===== src/rtl/fetch_queue.sv =====
// Instruction fetch queue: issues sequential fetches to instruction memory and buffers
// {pc+4, instr} pairs for IF/ID. Taken-branch redirects flush the queue and drop any in-flight fetch.
module fetch_queue #(
    parameter int          DEPTH    = 4,
    parameter logic [31:0] RESET_PC = 32'h0000_0000
) (
    input  logic        clk_i,
    input  logic        rst_i,
    input  logic        redirect_i,
    input  logic [31:0] redirect_pc_i,
    output logic        imem_req_o,
    output logic [31:0] imem_addr_o,
    input  logic        imem_ack_i,
    input  logic [31:0] imem_data_i,
    output logic        out_valid_o,
    input  logic        out_ready_i,
    output logic [31:0] out_instr_o,
    output logic [31:0] out_pc_add_4_o
);
    localparam int PW = $clog2(DEPTH);
    localparam int CW = PW + 1;
    localparam logic [CW-1:0] DEPTH_C = CW'(DEPTH);

    typedef enum logic [1:0] {S_IDLE, S_WAIT, S_DROP} state_t;

    state_t        r_state, w_state_nxt;
    logic [31:0]   r_fetch_pc, w_fetch_pc_nxt;
    logic [31:0]   r_req_addr, w_req_addr_nxt;
    logic [PW-1:0] r_rd_ptr, r_wr_ptr;
    logic [CW-1:0] r_count;
    logic [31:0]   r_pc4   [DEPTH];
    logic [31:0]   r_instr [DEPTH];

    logic          w_pop, w_push, w_full;
    logic [31:0]   w_pc_next;
    logic [CW-1:0] w_cnt_after;

    assign w_pop       = out_valid_o & out_ready_i;
    assign w_full      = (r_count == DEPTH_C);
    assign w_pc_next   = r_fetch_pc + 32'd4;
    // Occupancy after this cycle's push; count is always below DEPTH while in WAIT.
    assign w_cnt_after = r_count + CW'(1) - CW'(w_pop);

    always_comb begin
        w_state_nxt    = r_state;
        w_fetch_pc_nxt = r_fetch_pc;
        w_req_addr_nxt = r_req_addr;
        w_push         = 1'b0;
        if (redirect_i) begin
            w_fetch_pc_nxt = redirect_pc_i;
            if (r_state == S_IDLE) begin
                if (!imem_ack_i) begin
                    w_state_nxt    = S_WAIT;
                    w_req_addr_nxt = redirect_pc_i;
                end
            end else begin
                // An unacked request must complete at its old address before the target is issued.
                w_state_nxt = imem_ack_i ? S_IDLE : S_DROP;
            end
        end else begin
            case (r_state)
                S_IDLE: begin
                    if (!w_full) begin
                        w_state_nxt    = S_WAIT;
                        w_req_addr_nxt = r_fetch_pc;
                    end
                end
                S_WAIT: begin
                    if (imem_ack_i) begin
                        w_push         = 1'b1;
                        w_fetch_pc_nxt = w_pc_next;
                        if (w_cnt_after < DEPTH_C) w_req_addr_nxt = w_pc_next;
                        else                       w_state_nxt    = S_IDLE;
                    end
                end
                S_DROP: begin
                    if (imem_ack_i) w_state_nxt = S_IDLE;
                end
                default: w_state_nxt = S_IDLE;
            endcase
        end
    end

    always_ff @(posedge clk_i or posedge rst_i) begin
        if (rst_i) begin
            r_state    <= S_IDLE;
            r_fetch_pc <= RESET_PC;
            r_req_addr <= RESET_PC;
            r_rd_ptr   <= '0;
            r_wr_ptr   <= '0;
            r_count    <= '0;
        end else begin
            r_state    <= w_state_nxt;
            r_fetch_pc <= w_fetch_pc_nxt;
            r_req_addr <= w_req_addr_nxt;
            if (redirect_i) begin
                r_rd_ptr <= '0;
                r_wr_ptr <= '0;
                r_count  <= '0;
            end else begin
                if (w_push) r_wr_ptr <= r_wr_ptr + PW'(1);
                if (w_pop)  r_rd_ptr <= r_rd_ptr + PW'(1);
                r_count <= r_count + CW'(w_push) - CW'(w_pop);
            end
        end
    end

    // Entry storage needs no reset; head outputs are masked while the queue is empty.
    always_ff @(posedge clk_i) begin
        if (w_push && !redirect_i) begin
            r_pc4[r_wr_ptr]   <= w_pc_next;
            r_instr[r_wr_ptr] <= imem_data_i;
        end
    end

    assign imem_req_o     = (r_state != S_IDLE);
    assign imem_addr_o    = r_req_addr;
    assign out_valid_o    = (r_count != '0);
    assign out_instr_o    = out_valid_o ? r_instr[r_rd_ptr] : 32'd0;
    assign out_pc_add_4_o = out_valid_o ? r_pc4[r_rd_ptr]   : 32'd0;
endmodule

===== config.mk =====
export PLATFORM = sky130hd
export DESIGN_NAME = fetch_queue
export DESIGN_NICKNAME = d
export VERILOG_FILES = /design/src/rtl/fetch_queue.sv
export SDC_FILE = /design/constraint.sdc
export NUM_CORES = 1
export LEC_CHECK = 0
export CORE_ASPECT_RATIO = 0.7
export CORE_UTILIZATION = 50
export CTS_BUF_LIST = sky130_fd_sc_hd__clkbuf_4
export CTS_CLUSTER_DIAMETER = 150
export CTS_CLUSTER_SIZE = 12
export DETAILED_ROUTE_END_ITERATION = 10
export HOLD_SLACK_MARGIN = 0.12
export PLACE_DENSITY = 0.72
export SYNTH_ARGS = -nofsm -noshare
export SYNTH_HDL_FRONTEND = slang
export SYNTH_SLANG_ARGS = --single-unit

===== constraint.sdc =====
create_clock -name clk_i -period 3.6 [get_ports clk_i]
set_input_delay 0.54 -clock clk_i [delete_from_list [all_inputs] [get_ports clk_i]]
set_output_delay 0.54 -clock clk_i [all_outputs]
set_load 0.05 [all_outputs]

==> report_table.html, run 1 <==
<table>
<tr><th>Metric</th><th>Value</th></tr>
<tr><th colspan="2">Outcome</th></tr>
<tr><td>Run status</td><td>complete, no violations</td></tr>
<tr><th colspan="2">Setup path</th></tr>
<tr><td>Required arrival time at the worst endpoint</td><td>3060 ps</td></tr>
<tr><td>Critical path capture point type</td><td>primary output</td></tr>
<tr><td>Critical Setup Path Class</td><td>flip-flop to primary output</td></tr>
<tr><td>Launching point of the worst reg2reg path</td><td>r_fetch_pc[3]$_DFFE_PP0P_</td></tr>
<tr><td>Kind of start point of the critical path</td><td>flip-flop</td></tr>
<tr><td>Critical Path Source</td><td>r_rd_ptr[0]$_DFFE_PP0P_</td></tr>
<tr><td>Critical Path AT</td><td>2890 ps</td></tr>
<tr><td>Critical path fanouts, max</td><td>24</td></tr>
<tr><th colspan="2">Synth</th></tr>
<tr><td>Net count after synthesis</td><td>1025</td></tr>
<tr><td>Number of synthesized register bits</td><td>329</td></tr>
<tr><td>Yosys warning count</td><td>0</td></tr>
<tr><td>Sequential share of the synthesized area</td><td>0.659</td></tr>
<tr><td>Cell types with the largest area share after synthesis</td><td>sky130_fd_sc_hd__edfxtp_1, sky130_fd_sc_hd__dfrtp_1, sky130_fd_sc_hd__mux4_2</td></tr>
<tr><td>Synth Instances</td><td>948</td></tr>
<tr><td>EDFF count, synth</td><td>256</td></tr>
<tr><td>Compound-cell area share of the yosys netlist</td><td>0.0356</td></tr>
<tr><td>Xor and xnor fraction of the mapped netlist area</td><td>0.0479</td></tr>
<tr><td>Async set-or-reset flop fraction in the synthesized netlist</td><td>0.222</td></tr>
<tr><td>Synthesized-area fraction occupied by and/or/nand/nor cells</td><td>0.108</td></tr>
<tr><td>Dominant combinational cell family by area after synthesis</td><td>multiplexers</td></tr>
<tr><td>Fraction of synthesized cell area taken by the top area cell type</td><td>0.532</td></tr>
<tr><td>Avg Synthesized Cell Area</td><td>15.2 sq um</td></tr>
<tr><td>Arithmetic-cell share of the synthesized area counting full adders, half adders and majority gates</td><td>0.00745</td></tr>
<tr><td>Count of distinct cell types in the synthesized netlist</td><td>57</td></tr>
<tr><td>Summed instance area of the synthesized netlist</td><td>14400 sq um</td></tr>
<tr><td>Cell taking the most area after synthesis</td><td>sky130_fd_sc_hd__edfxtp_1</td></tr>
<tr><td>Proportion of synthesized area in mux cells</td><td>0.118</td></tr>
<tr><td>Prevailing post-synth register cell</td><td>sky130_fd_sc_hd__edfxtp_1</td></tr>
<tr><th colspan="2">CTS</th></tr>
<tr><td>Sinks on Clock Net</td><td>329</td></tr>
<tr><td>Clock latency on the worst-skew pair</td><td>750 ps</td></tr>
<tr><td>TritonCTS clock tree</td><td>done</td></tr>
<tr><td>CTS Root Cell</td><td>sky130_fd_sc_hd__clkbuf_4</td></tr>
<tr><td>Clock Tree Buf Depth</td><td>3</td></tr>
<tr><td>H-tree lvl count</td><td>1</td></tr>
<tr><td>Number of clock buffers inserted by TritonCTS</td><td>31</td></tr>
<tr><td>Total setup buffers inserted after CTS</td><td>0</td></tr>
<tr><td>CTS clk-pin slew, worst paths</td><td>140 ps</td></tr>
<tr><th colspan="2">STA</th></tr>
<tr><td>Final hold vios</td><td>0</td></tr>
<tr><td>Worst hold slack across all endpoints</td><td>221 ps</td></tr>
<tr><td>Total count of max-transition violations in the final report</td><td>0</td></tr>
<tr><td>Tightest slew margin relative to the limit</td><td>0.360</td></tr>
<tr><td>Crit path setup slack, layout</td><td>172 ps</td></tr>
<tr><td>Final TNS setup</td><td>0 ps</td></tr>
<tr><td>Final setup viols</td><td>0</td></tr>
<tr><td>Highest attainable clock frequency</td><td>292 MHz</td></tr>
<tr><td>Final critical-path required period</td><td>3430 ps</td></tr>
<tr><td>Final critical-path share of the clock period</td><td>0.952</td></tr>
<tr><td>Clock Skew</td><td>36.1 ps</td></tr>
<tr><td>Slew of the pin with the lowest slew margin</td><td>951 ps</td></tr>
<tr><td>Unrepaired setup endpoints after global routing</td><td>false</td></tr>
<tr><th colspan="2">Power</th></tr>
<tr><td>Total design power</td><td>12.5 mW</td></tr>
<tr><td>Power density over the cells</td><td>732 nW/um^2</td></tr>
<tr><td>Worst vdd ir</td><td>621 uV</td></tr>
<tr><td>Static leakage</td><td>6.14 nW</td></tr>
<tr><th colspan="2">Place</th></tr>
<tr><td>Number of cells in the design after placement</td><td>1443</td></tr>
<tr><td>Area after DPL</td><td>16600 sq um</td></tr>
<tr><td>Post-Place Setup Slack</td><td>478 ps</td></tr>
<tr><td>HPWL Detailed</td><td>21000 um</td></tr>
<tr><td>Quantity of I/O buffers inserted on ports</td><td>166</td></tr>
<tr><td>Final estimated routing congestion in global placement</td><td>0.876</td></tr>
<tr><th colspan="2">Job</th></tr>
<tr><td>Max-cap check violation count</td><td>0</td></tr>
<tr><th colspan="2">Drt</th></tr>
<tr><td>Post-detailed-route count of antenna-violating nets</td><td>0</td></tr>
<tr><td>Number of vias in the routed layout</td><td>8623</td></tr>
<tr><td>Residual DRC</td><td>0</td></tr>
<tr><td>Number of detailed-routing iterations run before antenna repair</td><td>8</td></tr>
<tr><td>DR vias/cell</td><td>5.73</td></tr>
<tr><td>Number of DRC violations after detailed-routing iteration 0</td><td>809</td></tr>
<tr><td>Wirelength per Cell</td><td>21.9 um</td></tr>
<tr><td>Detailed-route wire length</td><td>32900 um</td></tr>
<tr><th colspan="2">Final layout</th></tr>
<tr><td>Layout cells sized above 1</td><td>0.165</td></tr>
<tr><td>Post-route core utilization</td><td>0.608</td></tr>
<tr><td>Leading cell type in the layout, fill and taps excluded</td><td>sky130_fd_sc_hd__edfxtp_1</td></tr>
<tr><td>Layout overhead on the synthesized area</td><td>18.2%</td></tr>
<tr><td>Total non-filler cell area in the finished layout</td><td>17100 sq um</td></tr>
<tr><td>Most frequent cells in the layout</td><td>sky130_fd_sc_hd__edfxtp_1, sky130_fd_sc_hd__clkdlybuf4s50_1, sky130_fd_sc_hd__dfrtp_1, sky130_fd_sc_hd__and2_1, sky130_fd_sc_hd__mux4_2</td></tr>
<tr><td>Number of fillers in the final layout</td><td>2171</td></tr>
<tr><td>Post-layout instance count excluding filler cells</td><td>1504</td></tr>
<tr><td>Number of nets in the layout</td><td>1184</td></tr>
<tr><th colspan="2">Global routing</th></tr>
<tr><td>Global-route wire length before repair</td><td>50900 um</td></tr>
<tr><td>Largest net degree at the start of global routing</td><td>46</td></tr>
<tr><td>Number of global-route vias before repair</td><td>8596</td></tr>
<tr><td>Initial antenna violation count</td><td>3</td></tr>
<tr><td>Global-route usage over all layers</td><td>0.229</td></tr>
<tr><td>Global route total overflow</td><td>0</td></tr>
<tr><th colspan="2">Die</th></tr>
<tr><td>Initial core utilization</td><td>0.514</td></tr>
<tr><td>Horizontal extent of the die</td><td>205 um</td></tr>
<tr><td>Number of top-level design ports</td><td>167</td></tr>
<tr><td>Placeable Area</td><td>28100 sq um</td></tr>
<tr><td>Total Die Area</td><td>29600 sq um</td></tr>
<tr><td>Y dimension of the die</td><td>144 um</td></tr>
<tr><td>FP Rows</td><td>51</td></tr>
<tr><th colspan="2">Min path</th></tr>
<tr><td>Hold Path Class</td><td>input pin to flip-flop</td></tr>
<tr><td>Launch point of the worst hold path</td><td>redirect_i</td></tr>
</table>
## synth_stat cells, types with 3 or more instances
library cell               number
sky130_fd_sc_hd__and2_1        67
sky130_fd_sc_hd__buf_6          4
sky130_fd_sc_hd__a22o_1         3
sky130_fd_sc_hd__and3_1         9
sky130_fd_sc_hd__clkbuf_1      43
sky130_fd_sc_hd__nand4_1       18
sky130_fd_sc_hd__ha_1           7
sky130_fd_sc_hd__edfxtp_1     256
sky130_fd_sc_hd__a21oi_1       14
sky130_fd_sc_hd__a211oi_1       6
sky130_fd_sc_hd__dfrtp_1       73
sky130_fd_sc_hd__o31ai_1        3
sky130_fd_sc_hd__mux4_2        64
sky130_fd_sc_hd__a31oi_1        4
sky130_fd_sc_hd__nor3_1        19
sky130_fd_sc_hd__mux2i_1        7
sky130_fd_sc_hd__inv_1          9
sky130_fd_sc_hd__nand2b_1      12
sky130_fd_sc_hd__nor2_1        54
sky130_fd_sc_hd__mux2_2        17
sky130_fd_sc_hd__xnor2_1       41
sky130_fd_sc_hd__nand3_1       23
sky130_fd_sc_hd__buf_2          9
sky130_fd_sc_hd__nand2_1       50
sky130_fd_sc_hd__xor2_1        38
sky130_fd_sc_hd__buf_1          7
sky130_fd_sc_hd__o21ai_0       19
sky130_fd_sc_hd__a21boi_0       8
sky130_fd_sc_hd__nor4_1        13
sky130_fd_sc_hd__and4_1         4
sky130_fd_sc_hd__o21a_1         6
sky130_fd_sc_hd__buf_4          6
## power breakdown
group | switching [mW] | internal [mW] | total (mW)
combinational | 3.77 | 2.07 | 5.84
clock | 1.17 | 0.695 | 1.86
sequential | 0.290 | 4.51 | 4.80
total | 5.23 | 7.27 | 12.5
## metal layers
layer / track usage / wire, um / share of wire / vias up
met3: 0.0406 / 2490 / 0.076 / 61
met1: 0.353 / 15300 / 0.47 / 4308
met4: 0.0495 / 692 / 0.021 / 2
li1: - / - / - / 3885
met5: 0 / 17 / 0.00052 / -
met2: 0.341 / 14300 / 0.44 / 367
## critical path: stages, from the launching register on
cell and delay, ps:
sky130_fd_sc_hd__dfrtp_4 470, sky130_fd_sc_hd__buf_12 240, sky130_fd_sc_hd__mux4_2 570, sky130_fd_sc_hd__and2_1 180, sky130_fd_sc_hd__clkdlybuf4s50_1 700
## final timing paths
path / end / slack [ps] / depth (start not counted)
min in group asynchronous: r_fetch_pc[27]$_DFFE_PP0P_ / 660 / 3
hold / removal: r_wr_ptr[1]$_DFFE_PP0P_ / 220 / 2
max in group asynchronous: r_rd_ptr[0]$_DFFE_PP0P_ / 2130 / 4
setup / recovery: out_pc_add_4_o[18] / 170 / 4
setup reg to reg: r_pc4[0][26]$_DFFE_PP_ / 790 / 5
hold reg to reg: imem_addr_o[10]$_DFFE_PP0P_ / 510 / 2
## cells by family after synthesis
kind of cell / Yosys count
flip-flops: 329
AO/OA/AOI/OAI: 77
buffers and inverters: 78
XOR/XNOR: 79
multiplexers: 88
AND/OR/NAND/NOR: 289
adder cells (fa/ha/maj): 8
## timing repair
item                                    CTS  global route
hold buffers                              1             0
gates cloned                              1             0
gates resized for setup                  18            28
pin swaps                                 1             0
endpoints found under the setup margin   65            37
endpoints found under the hold margin    21             0
## final cells by class
cell class | instances | area, sq um | share of cell area
Tap cell | 371 | 464 | 0.0272
Clock inverter | 2 | 12.5 | 0.000733
Timing Repair Buffer | 194 | 2000 | 0.117
Inverter | 9 | 35.0 | 0.00205
Clock buffer | 56 | 420 | 0.0246
Multi-Input combinational cell | 542 | 4610 | 0.270
Sequential cell | 329 | 9520 | 0.558
Antenna cell | 1 | 2.50 | 0.000147
## sequential cells by signal, indices dropped and copies added (netlist names)
| signal | cells |
|---|---|
| r_pc4 | 128 |
| r_count | 3 |
| imem_addr_o | 32 |
| r_fetch_pc | 32 |
| r_wr_ptr | 2 |
| r_rd_ptr | 2 |
| r_instr | 128 |
| r_state | 2 |
Power figures use the tool's default switching activity.
==> inputs of run 2 (changes only) <==
SETUP_SLACK_MARGIN = 0.4   (was default)
==> run 2 against run 1 <==
Sequential cell count unchanged; first-iteration DRC count increased by 1.7%; sequential power hardly changed; sequential share of layout area grew 0.56 points; via count grew 0.22%; worst hold slack worse by 12 ps; non-clock buffer count is 3 higher; global-route usage is 0.16 points higher; die area is the same; combinational power down 2%; core utilization is 0.60 points lower; register-to-register slack gained 30 ps.
==> report_table.html, run 2 (synthesis results as in run 1) <==
<table>
<tr><th>Metric</th><th>Value</th></tr>
<tr><th colspan="2">Place</th></tr>
<tr><td>Number of cells in the design after placement</td><td>1443</td></tr>
<tr><td>Quantity of I/O buffers inserted on ports</td><td>166</td></tr>
<tr><td>HPWL Detailed</td><td>21000 um</td></tr>
<tr><td>Final estimated routing congestion in global placement</td><td>0.876</td></tr>
<tr><th colspan="2">Power</th></tr>
<tr><td>Switching part of the total</td><td>0.427</td></tr>
<tr><td>Part of the total power dissipated in sequential elements</td><td>0.388</td></tr>
<tr><td>Part of the power in combinational logic</td><td>0.462</td></tr>
<tr><td>Internal power contribution</td><td>7.12 mW</td></tr>
<tr><td>Static leakage</td><td>5.78 nW</td></tr>
<tr><td>Reported net switching power</td><td>5.30 mW</td></tr>
<tr><td>Power density over the cells</td><td>735 nW/um^2</td></tr>
<tr><td>Relative contribution of the clock network to total power</td><td>0.150</td></tr>
<tr><td>Worst vdd ir</td><td>619 uV</td></tr>
<tr><th colspan="2">Global routing</th></tr>
<tr><td>Global route total overflow</td><td>0</td></tr>
<tr><td>Global-route wire length before repair</td><td>51100 um</td></tr>
<tr><td>Number of global-route vias before repair</td><td>8630</td></tr>
<tr><td>Largest net degree at the start of global routing</td><td>46</td></tr>
<tr><td>Global-route usage over all layers</td><td>0.231</td></tr>
<tr><td>Initial antenna violation count</td><td>3</td></tr>
<tr><th colspan="2">STA</th></tr>
<tr><td>Highest attainable clock frequency</td><td>321 MHz</td></tr>
<tr><td>Final hold vios</td><td>0</td></tr>
<tr><td>Final setup viols</td><td>0</td></tr>
<tr><td>Slew of the pin with the lowest slew margin</td><td>1010 ps</td></tr>
<tr><td>Clock Skew</td><td>40.3 ps</td></tr>
<tr><td>Tightest slew margin relative to the limit</td><td>0.319</td></tr>
<tr><td>Unrepaired setup endpoints after global routing</td><td>true</td></tr>
<tr><td>Worst hold slack across all endpoints</td><td>209 ps</td></tr>
<tr><td>Total count of max-transition violations in the final report</td><td>0</td></tr>
<tr><td>Final critical-path share of the clock period</td><td>0.865</td></tr>
<tr><td>Final TNS setup</td><td>0 ps</td></tr>
<tr><td>Final critical-path required period</td><td>3110 ps</td></tr>
<tr><th colspan="2">CTS</th></tr>
<tr><td>CTS clk-pin slew, worst paths</td><td>140 ps</td></tr>
<tr><td>Clock latency on the worst-skew pair</td><td>760 ps</td></tr>
<tr><td>CTS Root Cell</td><td>sky130_fd_sc_hd__clkbuf_4</td></tr>
<tr><td>H-tree lvl count</td><td>1</td></tr>
<tr><td>Number of clock buffers inserted by TritonCTS</td><td>31</td></tr>
<tr><td>Sinks on Clock Net</td><td>329</td></tr>
<tr><td>TritonCTS clock tree</td><td>done</td></tr>
<tr><td>Clock Tree Buf Depth</td><td>3</td></tr>
<tr><th colspan="2">Die</th></tr>
<tr><td>Placeable Area</td><td>28100 sq um</td></tr>
<tr><td>Horizontal extent of the die</td><td>205 um</td></tr>
<tr><td>FP Rows</td><td>51</td></tr>
<tr><td>Number of top-level design ports</td><td>167</td></tr>
<tr><td>Total Die Area</td><td>29600 sq um</td></tr>
<tr><td>Initial core utilization</td><td>0.514</td></tr>
<tr><td>Y dimension of the die</td><td>144 um</td></tr>
<tr><th colspan="2">Job</th></tr>
<tr><td>Max-cap check violation count</td><td>0</td></tr>
<tr><th colspan="2">Drt</th></tr>
<tr><td>Number of DRC violations after detailed-routing iteration 0</td><td>823</td></tr>
<tr><td>Number of detailed-routing iterations run before antenna repair</td><td>5</td></tr>
<tr><td>Detailed-route wire length</td><td>33500 um</td></tr>
<tr><td>DR vias/cell</td><td>5.73</td></tr>
<tr><td>Wirelength per Cell</td><td>22.2 um</td></tr>
<tr><td>Number of vias in the routed layout</td><td>8642</td></tr>
<tr><td>Residual DRC</td><td>0</td></tr>
<tr><td>Post-detailed-route count of antenna-violating nets</td><td>0</td></tr>
<tr><th colspan="2">Final layout</th></tr>
<tr><td>Number of nets in the layout</td><td>1188</td></tr>
<tr><td>Layout cells sized above 1</td><td>0.224</td></tr>
<tr><td>Layout overhead on the synthesized area</td><td>17.0%</td></tr>
<tr><td>Leading cell type in the layout, fill and taps excluded</td><td>sky130_fd_sc_hd__edfxtp_1</td></tr>
<tr><td>Biggest registers after layout</td><td>r_instr x128, r_pc4 x128</td></tr>
<tr><td>Post-layout instance count excluding filler cells</td><td>1508</td></tr>
<tr><td>Most frequent cells in the layout</td><td>sky130_fd_sc_hd__edfxtp_1, sky130_fd_sc_hd__clkdlybuf4s50_1, sky130_fd_sc_hd__dfrtp_1, sky130_fd_sc_hd__and2_1, sky130_fd_sc_hd__mux4_2</td></tr>
<tr><th colspan="2">Setup path</th></tr>
<tr><td>Critical Setup Path Class</td><td>flip-flop to primary output</td></tr>
<tr><td>Critical path fanouts, max</td><td>12</td></tr>
<tr><td>Required arrival time at the worst endpoint</td><td>3060 ps</td></tr>
<tr><td>Critical Path AT</td><td>2570 ps</td></tr>
<tr><td>Critical path capture point type</td><td>primary output</td></tr>
<tr><td>Kind of start point of the critical path</td><td>flip-flop</td></tr>
<tr><th colspan="2">Min path</th></tr>
<tr><td>Hold Path Class</td><td>input pin to flip-flop</td></tr>
<tr><th colspan="2">Outcome</th></tr>
<tr><td>Run status</td><td>complete, no violations</td></tr>
</table>
run 2: final cells by class:
cell class	count	area, sq um
diodes	1	2.50
clock buffers	56	420
flip-flops and latches	329	9520
multi-input cells	543	4620
repair buffers	197	1820
clock inverters	2	12.5
inverters	9	35.0
fillers	2197	11200
well taps	371	464
run 2: worst paths after layout:
path                       cells past startpoint                    endpoint                       start  slack (ps)
setup / recovery                               4           out_pc_add_4_o[9]     r_rd_ptr[0]$_DFFE_PP0P_         490
hold / removal                                 2        r_count[2]$_DFF_PP0_                  redirect_i         210
setup reg to reg                               5      r_pc4[1][20]$_DFFE_PP_   r_fetch_pc[2]$_DFFE_PP0P_         820
hold reg to reg                                2  imem_addr_o[2]$_DFFE_PP0P_  imem_addr_o[2]$_DFFE_PP0P_         500
max in group asynchronous                      4     r_rd_ptr[0]$_DFFE_PP0P_                       rst_i        2130
min in group asynchronous                      3  r_fetch_pc[27]$_DFFE_PP0P_                       rst_i         660
run 2: timing repair:
action                     4_1_cts  5_1_grt
buffers inserted                 0        1
hold buffers                     1        0
setup endpoints to repair       65       62
cloned                           2        2
hold endpoints to repair        21        0
gates resized for setup        106       93
pin swaps                        1        1
run 2: power groups by stage:
stage | clock [mW] | combinational, mW | sequential [mW]
after CTS | 1.93 | 5.79 | 4.81
after global routing | 2.08 | 6.07 | 4.87
after global placement | 0 | 5.87 | 4.86
after detailed placement | 0 | 5.91 | 4.87
final | 1.86 | 5.74 | 4.82
after floorplan | 0 | 3.45 | 5.38
run 2: worst max-delay path, stage by stage, from the launching register on:
cell and delay [ps]:
sky130_fd_sc_hd__dfrtp_4 540, sky130_fd_sc_hd__buf_16 200, sky130_fd_sc_hd__mux4_2 580, sky130_fd_sc_hd__and2_1 190, sky130_fd_sc_hd__clkdlybuf4s15_2 330
run 2: per-stage QoR:
stage	setup WS (ps)	instance area, sq um	util	total power [mW]
6_report	487	16900	0.602	12.4
3_3_place_gp	545	16600	0.590	10.7
5_1_grt	364	16900	0.602	13.0
2_1_floorplan	461	14400	-	8.83
3_5_place_dp	478	16600	0.590	10.8
4_1_cts	289	17000	0.606	12.5
run 2: layer usage:
metal / track usage / vias to the layer above / routed length [um]
met2: 0.344 / 336 / 14900
met5: 0 / - / 17
met3: 0.0385 / 56 / 2310
met1: 0.356 / 4353 / 15600
met4: 0.0530 / 2 / 658
li1: - / 3895 / -
==> inputs of run 3 (changes only) <==
SLEW_MARGIN = 25   (was default)
clock period = 3.4 ns   (was 3.6 ns; I/O delays follow)
==> run 3 against run 2 <==
Sequential cell count unchanged; sequential share of layout area down 1.6 points; largest cell class unchanged; clock power increased by 5%; die area did not move; largest power group unchanged.
==> report_table.html, run 3 (synthesis results as in run 1) <==
<table>
<tr><th>Metric</th><th>Value</th></tr>
<tr><th colspan="2">Outcome</th></tr>
<tr><td>Run status</td><td>complete, no violations</td></tr>
<tr><th colspan="2">CTS</th></tr>
<tr><td>Number of clock buffers inserted by TritonCTS</td><td>31</td></tr>
<tr><td>TritonCTS clock tree</td><td>done</td></tr>
<tr><td>H-tree lvl count</td><td>1</td></tr>
<tr><td>CTS Root Cell</td><td>sky130_fd_sc_hd__clkbuf_4</td></tr>
<tr><td>Clock latency on the worst-skew pair</td><td>750 ps</td></tr>
<tr><td>Sinks on Clock Net</td><td>329</td></tr>
<tr><td>Clock Tree Buf Depth</td><td>3</td></tr>
<tr><td>CTS clk-pin slew, worst paths</td><td>150 ps</td></tr>
<tr><th colspan="2">STA</th></tr>
<tr><td>Clock Skew</td><td>72.7 ps</td></tr>
<tr><td>Slew of the pin with the lowest slew margin</td><td>906 ps</td></tr>
<tr><td>Final setup viols</td><td>0</td></tr>
<tr><td>Highest attainable clock frequency</td><td>337 MHz</td></tr>
<tr><td>Total count of max-transition violations in the final report</td><td>0</td></tr>
<tr><td>Final hold vios</td><td>0</td></tr>
<tr><td>Final critical-path required period</td><td>2960 ps</td></tr>
<tr><td>Unrepaired setup endpoints after global routing</td><td>true</td></tr>
<tr><td>Worst hold slack across all endpoints</td><td>381 ps</td></tr>
<tr><td>Final critical-path share of the clock period</td><td>0.872</td></tr>
<tr><td>Tightest slew margin relative to the limit</td><td>0.391</td></tr>
<tr><td>Final TNS setup</td><td>0 ps</td></tr>
<tr><th colspan="2">Die</th></tr>
<tr><td>Number of top-level design ports</td><td>167</td></tr>
<tr><td>FP Rows</td><td>51</td></tr>
<tr><td>Initial core utilization</td><td>0.514</td></tr>
<tr><td>Horizontal extent of the die</td><td>205 um</td></tr>
<tr><td>Total Die Area</td><td>29600 sq um</td></tr>
<tr><td>Placeable Area</td><td>28100 sq um</td></tr>
<tr><td>Y dimension of the die</td><td>144 um</td></tr>
<tr><th colspan="2">Drt</th></tr>
<tr><td>Number of detailed-routing iterations run before antenna repair</td><td>5</td></tr>
<tr><td>Post-detailed-route count of antenna-violating nets</td><td>0</td></tr>
<tr><td>Number of DRC violations after detailed-routing iteration 0</td><td>772</td></tr>
<tr><td>Number of vias in the routed layout</td><td>8720</td></tr>
<tr><td>Residual DRC</td><td>0</td></tr>
<tr><td>Detailed-route wire length</td><td>34100 um</td></tr>
<tr><td>Wirelength per Cell</td><td>22.3 um</td></tr>
<tr><td>DR vias/cell</td><td>5.70</td></tr>
<tr><th colspan="2">Final layout</th></tr>
<tr><td>Layout overhead on the synthesized area</td><td>20.5%</td></tr>
<tr><td>Number of fillers in the final layout</td><td>2101</td></tr>
<tr><td>Most frequent cells in the layout</td><td>sky130_fd_sc_hd__edfxtp_1, sky130_fd_sc_hd__clkdlybuf4s50_1, sky130_fd_sc_hd__dfrtp_1, sky130_fd_sc_hd__mux4_2, sky130_fd_sc_hd__clkbuf_4</td></tr>
<tr><td>Layout cells sized above 1</td><td>0.259</td></tr>
<tr><td>Leading cell type in the layout, fill and taps excluded</td><td>sky130_fd_sc_hd__edfxtp_1</td></tr>
<tr><td>Biggest registers after layout</td><td>r_instr x128, r_pc4 x128</td></tr>
<tr><td>Number of nets in the layout</td><td>1210</td></tr>
<tr><td>Post-layout instance count excluding filler cells</td><td>1530</td></tr>
<tr><th colspan="2">Power</th></tr>
<tr><td>Switching part of the total</td><td>0.414</td></tr>
<tr><td>Internal power contribution</td><td>8.20 mW</td></tr>
<tr><td>Static leakage</td><td>6.04 nW</td></tr>
<tr><td>Part of the power in combinational logic</td><td>0.495</td></tr>
<tr><td>Total design power</td><td>14.0 mW</td></tr>
<tr><td>Worst vdd ir</td><td>516 uV</td></tr>
<tr><td>Power density over the cells</td><td>805 nW/um^2</td></tr>
<tr><td>Part of the total power dissipated in sequential elements</td><td>0.365</td></tr>
<tr><td>Relative contribution of the clock network to total power</td><td>0.140</td></tr>
<tr><td>Reported net switching power</td><td>5.80 mW</td></tr>
<tr><th colspan="2">Global routing</th></tr>
<tr><td>Global-route wire length before repair</td><td>51300 um</td></tr>
<tr><td>Global route total overflow</td><td>0</td></tr>
<tr><td>Global-route usage over all layers</td><td>0.232</td></tr>
<tr><td>Number of global-route vias before repair</td><td>8636</td></tr>
<tr><td>Largest net degree at the start of global routing</td><td>65</td></tr>
<tr><td>Initial antenna violation count</td><td>3</td></tr>
<tr><th colspan="2">Place</th></tr>
<tr><td>Final estimated routing congestion in global placement</td><td>0.919</td></tr>
<tr><td>HPWL Detailed</td><td>21500 um</td></tr>
<tr><td>Quantity of I/O buffers inserted on ports</td><td>166</td></tr>
<tr><td>Number of cells in the design after placement</td><td>1445</td></tr>
<tr><th colspan="2">Setup path</th></tr>
<tr><td>Critical Setup Path Class</td><td>flip-flop to primary output</td></tr>
<tr><td>Critical path capture point type</td><td>primary output</td></tr>
<tr><td>RR Endpoint</td><td>r_pc4[2][25]$_DFFE_PP_</td></tr>
<tr><td>Required arrival time at the worst endpoint</td><td>2890 ps</td></tr>
<tr><td>Master of the slowest instance on the critical path</td><td>sky130_fd_sc_hd__dfrtp_4</td></tr>
<tr><td>Launching point of the worst reg2reg path</td><td>r_fetch_pc[7]$_DFFE_PP0P_</td></tr>
<tr><td>Worst R2R Setup Slack</td><td>680 ps</td></tr>
<tr><td>Critical Path Stages</td><td>6</td></tr>
<tr><td>Cell class contributing the biggest share of worst-path delay</td><td>buffers and inverters</td></tr>
<tr><td>Critical Path AT</td><td>2450 ps</td></tr>
<tr><td>Critical path fanouts, max</td><td>6</td></tr>
<tr><td>Buffers and inverters on the worst path</td><td>4</td></tr>
<tr><td>Maximum single-stage delay on the critical path</td><td>540 ps</td></tr>
<tr><td>Kind of start point of the critical path</td><td>flip-flop</td></tr>
<tr><td>Library cell appearing most often on the critical path</td><td>sky130_fd_sc_hd__buf_12</td></tr>
<tr><td>R2R depth</td><td>6</td></tr>
<tr><td>Worst path cell trace</td><td>buf_6 &gt; buf_12 &gt; buf_12 &gt; mux4_2 &gt; and2_4 &gt; buf_8</td></tr>
<tr><th colspan="2">Job</th></tr>
<tr><td>Max-cap check violation count</td><td>0</td></tr>
<tr><th colspan="2">Min path</th></tr>
<tr><td>Hold-critical path depth</td><td>3</td></tr>
<tr><td>Hold Path Class</td><td>input pin to flip-flop</td></tr>
<tr><td>Hold path endpoint</td><td>r_fetch_pc[19]$_DFFE_PP0P_</td></tr>
<tr><td>Launch point of the worst hold path</td><td>redirect_pc_i[19]</td></tr>
</table>
-- run 3: repair_timing --
action / in CTS / in global routing
cloned: 4 / 4
setup endpoints to repair: 65 / 61
gates resized for setup: 345 / 166
pin swaps: 1 / 2
buffers inserted: 11 / 5
hold buffers: 2 / 0
endpoints found under the hold margin: 7 / 0
-- run 3: metal layers --
layer  routed length, um  global-route usage
met4                 447              0.0386
met1               16200               0.360
met5                   0                   0
met2               14600               0.333
met3                2870              0.0570
-- run 3: per-stage QoR --
stage,cell area [sq um],setup slack [ps],utilization
floorplan,14400,926,-
global placement,16600,453,0.590
detailed placement,16600,407,0.590
CTS,16900,295,0.602
global route,17400,321,0.620
finish,17400,436,0.620
-- run 3: worst reg2reg max path, stage by stage (launching register included) --
cell                      delay [ps]
sky130_fd_sc_hd__dfrtp_1         620
sky130_fd_sc_hd__nand3_2         260
sky130_fd_sc_hd__or4_4           550
sky130_fd_sc_hd__nor3b_1         250
sky130_fd_sc_hd__buf_4           190
sky130_fd_sc_hd__nand2_1          70
sky130_fd_sc_hd__xnor2_1         460
-- run 3: worst max-delay path by stage --
stage	start	endpoint
3_3_place_gp	r_count[2]$_DFF_PP0_	out_pc_add_4_o[9]
3_5_place_dp	r_count[2]$_DFF_PP0_	out_pc_add_4_o[10]
2_1_floorplan	r_rd_ptr[0]$_DFFE_PP0P_	out_instr_o[24]
4_1_cts	r_rd_ptr[0]$_DFFE_PP0P_	out_pc_add_4_o[3]
6_report	r_rd_ptr[0]$_DFFE_PP0P_	out_instr_o[9]
5_1_grt	r_rd_ptr[0]$_DFFE_PP0P_	out_instr_o[9]
-- run 3: cell type report --
cell class / instances / area, sq um / area share
multi-input cells: 543 / 4680 / 0.269
clock buffers: 55 / 413 / 0.0237
diodes: 3 / 7.51 / 0.000431
well taps: 371 / 464 / 0.0267
flip-flops and latches: 329 / 9520 / 0.547
repair buffers: 219 / 2280 / 0.131
inverters: 9 / 35.0 / 0.00201
clock inverters: 1 / 8.76 / 0.000503
-- run 3: power groups by stage --
stage / clock (mW) / sequential [mW] / combinational (mW)
6_report: 1.95 / 5.11 / 6.94
3_3_place_gp: 0 / 5.19 / 6.23
2_1_floorplan: 0 / 5.69 / 3.66
5_1_grt: 2.17 / 5.16 / 7.29
3_5_place_dp: 0 / 5.20 / 6.28
4_1_cts: 2.02 / 5.10 / 6.26
